### src/rtl/sha3_pkg.sv
// Shared definitions for the SHA3 message loader: lane width, FSM state types
// and the tail-lane byte mask helper.
package sha3_pkg;

   localparam int LANE_W = 64;

   typedef enum logic [1:0] {
      F_IDLE,
      F_REQ,
      F_WAIT
   } fetch_state_t;

   typedef enum logic [2:0] {
      S_IDLE,
      S_LANE,
      S_PAD,
      S_DRAIN,
      S_DONE
   } stream_state_t;

   // Keeps the low 'tail' bytes of a lane, clears the rest.
   function automatic logic [LANE_W-1:0] lane_mask(input logic [2:0] tail);
      logic [LANE_W-1:0] m;
      m = '0;
      for (int unsigned b = 0; b < 32'(LANE_W / 8); b++) begin
         if (b < 32'(tail)) m[b*8 +: 8] = '1;
      end
      return m;
   endfunction

endpackage

### src/rtl/sha3_beat_fifo.sv
// Synchronous W x DEPTH beat FIFO with full/empty flags and free-entry count.
// A push while full is dropped; read data is the current head entry.
module sha3_beat_fifo #(
   parameter int W     = 128,
   parameter int DEPTH = 8
) (
   input  logic                     i_clk,
   input  logic                     i_rst_n,
   input  logic                     i_push,
   input  logic [W-1:0]             i_wdata,
   input  logic                     i_pop,
   output logic [W-1:0]             o_rdata,
   output logic                     o_full,
   output logic                     o_empty,
   output logic [$clog2(DEPTH):0]   o_free
);

   localparam int AW = $clog2(DEPTH);

   logic [W-1:0]  r_mem [DEPTH];
   logic [AW-1:0] r_wr;
   logic [AW-1:0] r_rd;
   logic [AW:0]   r_count;
   logic          w_do_push;
   logic          w_do_pop;

   assign o_full    = (r_count == (AW+1)'(DEPTH));
   assign o_empty   = (r_count == '0);
   assign o_free    = (AW+1)'(DEPTH) - r_count;
   assign o_rdata   = r_mem[r_rd];
   assign w_do_push = i_push && !o_full;
   assign w_do_pop  = i_pop && !o_empty;

   always_ff @(posedge i_clk) begin
      if (w_do_push) r_mem[r_wr] <= i_wdata;
   end

   always_ff @(posedge i_clk or negedge i_rst_n) begin
      if (!i_rst_n) begin
         r_wr    <= '0;
         r_rd    <= '0;
         r_count <= '0;
      end else begin
         if (w_do_push) r_wr <= r_wr + AW'(1);
         if (w_do_pop)  r_rd <= r_rd + AW'(1);
         case ({w_do_push, w_do_pop})
            2'b10:   r_count <= r_count + (AW+1)'(1);
            2'b01:   r_count <= r_count - (AW+1)'(1);
            default: r_count <= r_count;
         endcase
      end
   end

endmodule

### src/rtl/sha3_msg_loader.sv
// Fetches a message in bursts, splits bus beats into 64-bit lanes and streams
// them to the Keccak core. SHA3_LOADER_PERF_EN adds the perf_cycles counter.
module sha3_msg_loader
   import sha3_pkg::*;
#(
   parameter int BUS_W           = 128,
   parameter int BEATS_PER_BURST = 4,
   parameter int FIFO_DEPTH      = 8,
   parameter int LEN_W           = 16
) (
   input  logic              clk,
   input  logic              reset_n,
   input  logic              start,
   input  logic [LEN_W-1:0]  msg_len,
   output logic              busy,
   output logic              done,
   output logic              overflow,
`ifdef SHA3_LOADER_PERF_EN
   output logic [31:0]       perf_cycles,
`endif
   output logic              init_master_txn,
   output logic [31:0]       read_addr_index,
   input  logic              read_done,
   input  logic              bus_data_valid,
   input  logic [BUS_W-1:0]  ocm_data_out,
   output logic              bus_read_ready,
   output logic [63:0]       keccak_input,
   output logic              in_ready,
   output logic              is_last,
   output logic [2:0]        byte_num,
   input  logic              buffer_full
);

   localparam int LPB         = BUS_W / LANE_W;
   localparam int SEL_W       = (LPB > 1) ? $clog2(LPB) : 1;
   localparam int BURST_BYTES = BEATS_PER_BURST * BUS_W / 8;
   localparam int FCNT_W      = $clog2(FIFO_DEPTH) + 1;
   localparam int CNT_W       = LEN_W - 2;

   fetch_state_t      r_fstate, w_fnext;
   stream_state_t     r_sstate, w_snext;

   logic [LEN_W-1:0]  r_bursts_left;
   logic [31:0]       r_addr_idx;
   logic [CNT_W-1:0]  r_lanes_left;
   logic [2:0]        r_tail;
   logic [BUS_W-1:0]  r_beat;
   logic              r_beat_valid;
   logic [SEL_W-1:0]  r_lane_sel;
   logic              r_overflow;

   logic              w_busy;
   logic              w_accept;
   logic [LEN_W-1:0]  w_bursts;
   logic [CNT_W-1:0]  w_lanes;
   logic [BUS_W-1:0]  w_fifo_rdata;
   logic              w_full;
   logic              w_empty;
   logic [FCNT_W-1:0] w_free;
   logic              w_push;
   logic              w_pop;
   logic [LANE_W-1:0] w_lane;
   logic              w_final;
   logic              w_lane_last_in_beat;
   logic              w_lane_consume;
   logic              w_drain;
   logic              w_beat_free;

   // Ceiling divisions done in 32 bits so msg_len at its maximum cannot wrap.
   assign w_bursts = LEN_W'(32'(msg_len) / 32'(BURST_BYTES))
                   + LEN_W'(32'(msg_len) % 32'(BURST_BYTES) != 32'd0);
   assign w_lanes  = CNT_W'((32'(msg_len) + 32'd7) >> 3);

   assign w_busy          = (r_sstate != S_IDLE) && (r_sstate != S_DONE);
   assign w_accept        = start && !w_busy;
   assign busy            = w_busy;
   assign overflow        = r_overflow;
   assign read_addr_index = r_addr_idx;
   assign bus_read_ready  = w_busy && (w_free >= FCNT_W'(BEATS_PER_BURST));

   assign w_push = w_busy && bus_data_valid;

   sha3_beat_fifo #(
      .W     (BUS_W),
      .DEPTH (FIFO_DEPTH)
   ) u_fifo (
      .i_clk   (clk),
      .i_rst_n (reset_n),
      .i_push  (w_push),
      .i_wdata (ocm_data_out),
      .i_pop   (w_pop),
      .o_rdata (w_fifo_rdata),
      .o_full  (w_full),
      .o_empty (w_empty),
      .o_free  (w_free)
   );

   always_comb begin
      w_fnext         = r_fstate;
      init_master_txn = 1'b0;
      case (r_fstate)
         F_IDLE: if (w_accept && (w_bursts != '0)) w_fnext = F_REQ;
         F_REQ: begin
            if (bus_read_ready) begin
               init_master_txn = 1'b1;
               w_fnext         = F_WAIT;
            end
         end
         F_WAIT: begin
            if (read_done) w_fnext = (r_bursts_left > LEN_W'(1)) ? F_REQ : F_IDLE;
         end
         default: w_fnext = F_IDLE;
      endcase
   end

   always_ff @(posedge clk or negedge reset_n) begin
      if (!reset_n) begin
         r_fstate      <= F_IDLE;
         r_addr_idx    <= '0;
         r_bursts_left <= '0;
      end else begin
         r_fstate <= w_fnext;
         if (w_accept) begin
            r_addr_idx    <= '0;
            r_bursts_left <= w_bursts;
         end else if ((r_fstate == F_WAIT) && read_done) begin
            r_addr_idx    <= r_addr_idx + 32'd1;
            r_bursts_left <= r_bursts_left - LEN_W'(1);
         end
      end
   end

   always_ff @(posedge clk or negedge reset_n) begin
      if (!reset_n)                         r_overflow <= 1'b0;
      else if (w_push && w_full)            r_overflow <= 1'b1;
   end

   assign w_lane              = r_beat[r_lane_sel*LANE_W +: LANE_W];
   assign w_final             = (r_lanes_left == CNT_W'(1));
   assign w_lane_last_in_beat = (r_lane_sel == SEL_W'(LPB - 1));
   assign w_lane_consume      = (r_sstate == S_LANE) && r_beat_valid && !buffer_full;
   assign w_drain             = (r_sstate == S_DRAIN) && r_beat_valid;
   // Draining discards a whole beat per cycle; any unused lanes are irrelevant.
   assign w_beat_free         = !r_beat_valid || w_drain
                              || (w_lane_consume && w_lane_last_in_beat);
   assign w_pop               = w_busy && !w_empty && w_beat_free;

   always_ff @(posedge clk or negedge reset_n) begin
      if (!reset_n) begin
         r_beat       <= '0;
         r_beat_valid <= 1'b0;
         r_lane_sel   <= '0;
      end else if (w_pop) begin
         r_beat       <= w_fifo_rdata;
         r_beat_valid <= 1'b1;
         r_lane_sel   <= '0;
      end else if (r_beat_valid && w_beat_free) begin
         r_beat_valid <= 1'b0;
      end else if (w_lane_consume) begin
         r_lane_sel   <= r_lane_sel + SEL_W'(1);
      end
   end

   always_comb begin
      w_snext      = r_sstate;
      in_ready     = 1'b0;
      keccak_input = '0;
      is_last      = 1'b0;
      byte_num     = '0;
      done         = 1'b0;
      case (r_sstate)
         S_IDLE, S_DONE: begin
            done = (r_sstate == S_DONE);
            if (w_accept)               w_snext = (msg_len == '0) ? S_PAD : S_LANE;
            else if (r_sstate == S_DONE) w_snext = S_IDLE;
         end
         S_LANE: begin
            if (r_beat_valid) begin
               in_ready     = 1'b1;
               is_last      = w_final && (r_tail != 3'd0);
               byte_num     = is_last ? r_tail : 3'd0;
               keccak_input = is_last ? (w_lane & lane_mask(r_tail)) : w_lane;
            end
            if (w_lane_consume && w_final) w_snext = (r_tail == 3'd0) ? S_PAD : S_DRAIN;
         end
         S_PAD: begin
            in_ready = 1'b1;
            is_last  = 1'b1;
            if (!buffer_full) w_snext = S_DRAIN;
         end
         S_DRAIN: begin
            if ((r_fstate == F_IDLE) && w_empty && !r_beat_valid) w_snext = S_DONE;
         end
         default: w_snext = S_IDLE;
      endcase
   end

   always_ff @(posedge clk or negedge reset_n) begin
      if (!reset_n) begin
         r_sstate     <= S_IDLE;
         r_lanes_left <= '0;
         r_tail       <= '0;
      end else begin
         r_sstate <= w_snext;
         if (w_accept) begin
            r_lanes_left <= w_lanes;
            r_tail       <= msg_len[2:0];
         end else if (w_lane_consume) begin
            r_lanes_left <= r_lanes_left - CNT_W'(1);
         end
      end
   end

`ifdef SHA3_LOADER_PERF_EN
   logic [31:0] r_perf;

   always_ff @(posedge clk or negedge reset_n) begin
      if (!reset_n)      r_perf <= '0;
      else if (w_accept) r_perf <= '0;
      else if (w_busy)   r_perf <= r_perf + 32'd1;
   end

   assign perf_cycles = r_perf;
`endif

endmodule

### config.mk
export PLATFORM = sky130hd
export DESIGN_NAME = sha3_msg_loader
export DESIGN_NICKNAME = d
export VERILOG_FILES = /design/src/rtl/sha3_pkg.sv /design/src/rtl/sha3_beat_fifo.sv /design/src/rtl/sha3_msg_loader.sv
export SDC_FILE = /design/constraint.sdc
export NUM_CORES = 2
export LEC_CHECK = 0
export ABC_AREA = 1
export BUFFER_PORTS_ARGS = -buffer_cell sky130_fd_sc_hd__clkbuf_2
export CAP_MARGIN = 20
export CORE_MARGIN = 2
export CORE_UTILIZATION = 60
export CTS_CLUSTER_DIAMETER = 40
export DETAILED_ROUTE_END_ITERATION = 6
export PLACE_DENSITY = 0.78
export SYNTH_ARGS = -nofsm -noshare
export SYNTH_HDL_FRONTEND = slang
export SYNTH_SLANG_ARGS = --single-unit
### constraint.sdc
create_clock -name clk -period 15.7 [get_ports clk]
set_input_delay 1.57 -clock clk [delete_from_list [all_inputs] [get_ports clk]]
set_output_delay 1.57 -clock clk [all_outputs]
set_load 0.02 [all_outputs]
### Yosys cells after proc, flatten, opt, wreduce, memory -nomap -nowiden

Memory sizes are Yosys's and may differ from the RTL's. A register that Yosys moved wholly into a read port is not among the register bits.
Index checks and enable logic that the tools add are counted.

* latch bits: 0
* RAM bits: 1024
* register bits: 83
* memories kept: 1
* logic and storage cells: 161
* input port bits: 150
* ROM bits: 0

* divide/modulo/power cells: 0
* multiply operators: 0
* multiplexer cells: 61
* bitwise operators: 1
* order comparisons: 9
* shifts and indexed selects: 1
* equal/unequal tests: 19
* reduce and logical (&&, ||, !) cells: 46
* add/subtract/negate cells: 11

Memories
* u_fifo.r_mem: words 8, width 128, rd ports 1, clocked after Yosys merged registers in 1, wr ports 1, line sha3_beat_fifo.sv:20 `logic [W-1:0] r_mem [DEPTH];`

Operator list (number)
* $mux 64: 3
* $mux 8: 21
* $shiftx 128x8->64: 1
* $and 64x56->64: 1
* $mux 32: 2
* $add 32x1->32 const B: 1
* $mux 16: 2
* $reduce_bool 32->1: 1
* $mux 14: 2
* $mux 3: 8
* $logic_and 1x1->1: 20
* $add 16x3->17 const B: 1
* $gt 16x1->1 const B: 1
* $logic_not 16->1: 1
* $reduce_bool 16->1: 1
* $sub 16x1->16 const B: 1
* $eq 14x1->1 const B: 1
* $mux 1: 14
* $sub 14x1->14 const B: 1
* $pmux 3 s4: 1
* $add 10x1->11: 1
* $reduce_bool 2->1: 5
* $lt 3x3->1 const A: 3
* $mux 2: 4
* other kinds (30): 51

### Depth between registers and ports, before layout

* word-level depth: 9
* depth in mapped cells: 19
* gate-level depth less buffers: 19

### Hierarchy

Synthesis repeated with hierarchy kept, for this count alone.

* cell total of the unflattened synthesis: 6018
* area, all modules: 55403.1 µm²

Modules (own cells, without submodules)
* sha3_beat_fifo: cells each 4510, area an instance 44570.2 µm², seq. area each 30999.7 µm², times used 1
* sha3_msg_loader: cells each 1508, area an instance 10832.9 µm², seq. area each 5029.8 µm², times used 1

### Worst setup path before layout

No wires, ideal clock.

* path type: input port to flip-flop
* start point: input bus_data_valid
* end point: memory u_fifo.r_mem[0][0] (enable)
* data required time: 15.083 ns
* cell stages on the path: 5
* arrival: 7.484 ns
* setup slack: 7.600 ns
* cells stage by stage: inv_1 -> nor2_1 -> nand2_1 -> or2_2 -> nor2_1

* longest elaborated chain between the ends: 4

RTL lines
* from (decl): line sha3_msg_loader.sv:24 `input logic bus_data_valid,`
* $logic_and 1x1->1: line sha3_msg_loader.sv:81 `assign w_push = w_busy && bus_data_valid;`
* $logic_and 1x1->1: line sha3_beat_fifo.sv:31 `assign w_do_push = i_push && !o_full;`
* $mux 1: line sha3_beat_fifo.sv:35 `if (w_do_push) r_mem[r_wr] <= i_wdata;`
* $mux 1 (not written as such): line sha3_beat_fifo.sv:35
* to (decl): line sha3_beat_fifo.sv:20

Every way passes these cells.

### Worst setup path in the final report

* start point: register r_lane_sel
* end point: output keccak_input[19]

* longest elaborated chain between the ends: 5

RTL lines
* from (decl): line sha3_msg_loader.sv:49 `logic [SEL_W-1:0] r_lane_sel;`
* from (signal assigned): line sha3_msg_loader.sv:160 `r_lane_sel <= r_lane_sel + SEL_W'(1);`
* $shiftx 128x8->64 (*): line sha3_msg_loader.sv:138 `assign w_lane = r_beat[r_lane_sel*LANE_W +: LANE_W];`
* $and 64x56->64: line sha3_msg_loader.sv:182 `keccak_input = is_last ? (w_lane & lane_mask(r_tail)) : w_lane;`
* $mux 64 (*): line sha3_msg_loader.sv:182
* $mux 64 (*): line sha3_msg_loader.sv:178 `if (r_beat_valid) begin`
* $mux 64 (*): line sha3_msg_loader.sv:171 `case (r_sstate)`
* to (decl): line sha3_msg_loader.sv:27 `output logic [63:0] keccak_input,`

Every way passes the cells marked *; elsewhere a longest branch is shown, timed or not.

==> impl_metrics.toml <==
[detailed_routing]
drtIter0Drc = 3580
drc_errors = 0
vias = 33680
wire_per_inst_um = 23.50
drtPass1Iterations = 6
vias_per_cell = 6.170
detail-route-antenna-nets = 0
wl_um = 128200

[logic_synthesis]
ys_types = 51
synth_compound_area_share_pct = 10.84
synth_cells = 4052
avgSynthCellArea_um2 = 12.43
synth_fa_ha_area_share_pct = 0.2982
seq_area_frac_synth_pct = 71.56
synthSimpleGateAreaFrac_pct = 10.82
synth-xor-area-share_pct = 0.1914
synth_top_family_by_area = "compound AO/OA/AOI/OAI gates"
muxShareOfSynthArea_pct = 2.567
ys_ff_latch = 1235
ys_warn_count = 0
synth_nets = 4214
syn_area_um2 = 50350

[sta]
timing.fmax_mhz = 202.1
worst_slew_pin_slew_ps = 1146
maxSlewHeadroom_pct = 23.62
fin_skew_ps = 28.72
fin_ws_ps = 10750
rsz0062_at_grt = "no"
period_share_pct = 31.52
period_minus_slack_ps = 4948
tns_ps = 0
drv_slew = 0
setup_violations = 0
whs_ps = 476.6
hold_viol_final = 0

[floorplanning]
initial_utilization_pct = 60.35
dieArea_um2 = 86250
fp-row-count = 106
die_h_um = 293.7
ioPinCount = 256
core_um2 = 83420
die_w_um = 293.7

[clock_tree]
cts.sinks = 1235
path_clk_slew_ps = 60
clkLatencyLatePin_ps = 750
postCtsSetupRepairBufs = 0
ctsRootBufferMaster = "clkbuf_16"
holdBufCountCts = 0
cts_resized = 0
cts_buffers = 140
cts_htree_levels = 4
cts_buffer_depth = 3
cts_tree = "done"

[placed_design]
dpl.hpwl_um = 71340
globalplace.congestion = 0.9316
port_buffers = 255
placed_cells = 5179
place_ws_ps = 10390

[power]
switchingPower_mw = 4.263
seq_power_share_pct = 40.0
swShare_pct = 37.48
p_leak_nw = 20.90
intPower_mw = 7.110
pwr-share-comb_pct = 31.5
irDropWorstVdd_mv = 0.1722
clockPowerShare_pct = 28.5
p_per_area_nw_per_um2 = 199.3

[run_status]
status = "completed"

[critical_path]
path_max_fanout = 52
start_kind = "register"
critical_path_class = "reg2out"
critPathSlowestCell = "dfrtp_4"
regToRegSetupSlack_ps = 11350
worstPathArrival_ps = 3380
r2r-start = "r_lane_sel"
critPathBufInv = 2
crit_family = "buffers and inverters"
endpoint_kind = "output pin"
slowest_delay_ps = 770
required_ps = 14130
cp-startpoint = "r_lane_sel"
crit_chain = "clkinv_1 > a21oi_1 > o21ai_0 > nor2_1 > clkbuf_2"

[run]
drv_cap = 0

[grt]
grt_usage_pct = 29.61
grt_antenna_before_repair = 19
gr-total-overflow = 0
grt_pass1_wl_um = 192000
grt_pass1_vias = 32530
grt_max_degree = 197

[layout]
final_common_cell = "edfxtp_1"
drive_gt1_share_pct = 12.81
syn_to_final_growth_pct = 13.37
final_cells = 5458
final_net_count = 4408
final_cell_mix = "edfxtp_1 (1024), nor2_1 (694), o21ai_0 (486), nand2_1 (333), clkbuf_2 (254)"

[min_path]
min_from = "r_bursts_left[15]"
hold_class = "reg2reg"
## metrics by stage
step	power [mW]	cell area (um2)	util, %
after floorplan	7.013	50350	-
after global placement	7.953	52230	62.61
after detailed placement	8.082	52260	62.64
after CTS	11.33	56930	68.24
after global routing	11.90	57070	68.41
final	11.37	57080	68.42
## kinds of logic after synthesis
family,count (synthesis)
AO/OA/AOI/OAI,906
XOR/XNOR,11
adder cells (fa/ha/maj),12
flip-flops,1235
AND/OR/NAND/NOR,1323
multiplexers,129
buffers and inverters,436
## layer usage
| layer | GRT usage, % | routed length (um) | up-vias |
|---|---|---|---|
| li1 | - | - | 15180 |
| met1 | 38.49 | 48300 | 16490 |
| met2 | 48.61 | 63000 | 1711 |
| met3 | 5.982 | 11910 | 288 |
| met4 | 13.36 | 4931 | 12 |
| met5 | 0 | 92 | - |
## registers in the layout, indices dropped and copies added (netlist names), 3 cells and up
register and count:
u_fifo.r_wr 3, r_tail 3, r_beat 128, r_bursts_left 16
u_fifo.r_mem 1024, u_fifo.r_count 4, r_sstate 3, r_lanes_left 14
read_addr_index 32, u_fifo.r_rd 3
## path summary, 6_finish.rpt
path	depth (start not counted)	endpoint
worst min-delay path	1	r_bursts_left[15]
min in group asynchronous	1	r_lanes_left[11]
worst max register to register	8	r_beat[100]
worst min register to register	1	r_bursts_left[15]
worst max-delay path	5	keccak_input[19]
max in group asynchronous	2	u_fifo.r_rd[1]
## area by class of cell
type / instances / area (um2)
Multi-Input combinational cell: 2381 / 12500
Fill cell: 5670 / 26350
Timing Repair Buffer: 295 / 1723
Inverter: 193 / 749.5
Clock buffer: 180 / 3807
Clock inverter: 81 / 864.6
Tap cell: 1080 / 1351
Antenna cell: 13 / 32.53
Sequential cell: 1235 / 36040
## Yosys cell counts (all sizes together)
library cell | instances | share of area [%]
clkinv | 4 | 0.032
o31ai | 2 | 0.030
o21a | 2 | 0.030
a21o | 1 | 0.015
nand3 | 200 | 2.0
nor3 | 36 | 0.38
o32ai | 1 | 0.017
xnor2 | 2 | 0.035
o211ai | 131 | 2.0
nand4 | 27 | 0.34
o221ai | 133 | 2.3
nor3b | 1 | 0.015
xor2 | 9 | 0.16
nor2 | 708 | 5.3
clkbuf | 147 | 1.1
nand2 | 335 | 2.5
nand3b | 5 | 0.099
and3 | 6 | 0.075
o311ai | 2 | 0.035
a31oi | 3 | 0.037
a221oi | 1 | 0.017
ha | 12 | 0.30
a311oi | 1 | 0.017
dfrtp | 211 | 10
o21ai | 515 | 5.1
buf | 96 | 1.2
or2 | 2 | 0.025
a21oi | 91 | 0.91
a211oi | 20 | 0.30
o21bai | 1 | 0.015
inv | 189 | 1.4
mux2 | 1 | 0.022
o22ai | 2 | 0.025
mux2i | 128 | 2.5
nor4 | 3 | 0.037
edfxtp | 1024 | 61
## power by group through the flow
stage	registers [mW]	logic (mW)	clock network, mW
5_1_grt	4.59	3.92	3.39
4_1_cts	4.54	3.53	3.26
6_report	4.55	3.59	3.24
3_3_place_gp	4.60	3.35	0
2_1_floorplan	4.49	2.52	0
3_5_place_dp	4.60	3.49	0
Note: power is estimated with default switching activity, not from simulation.
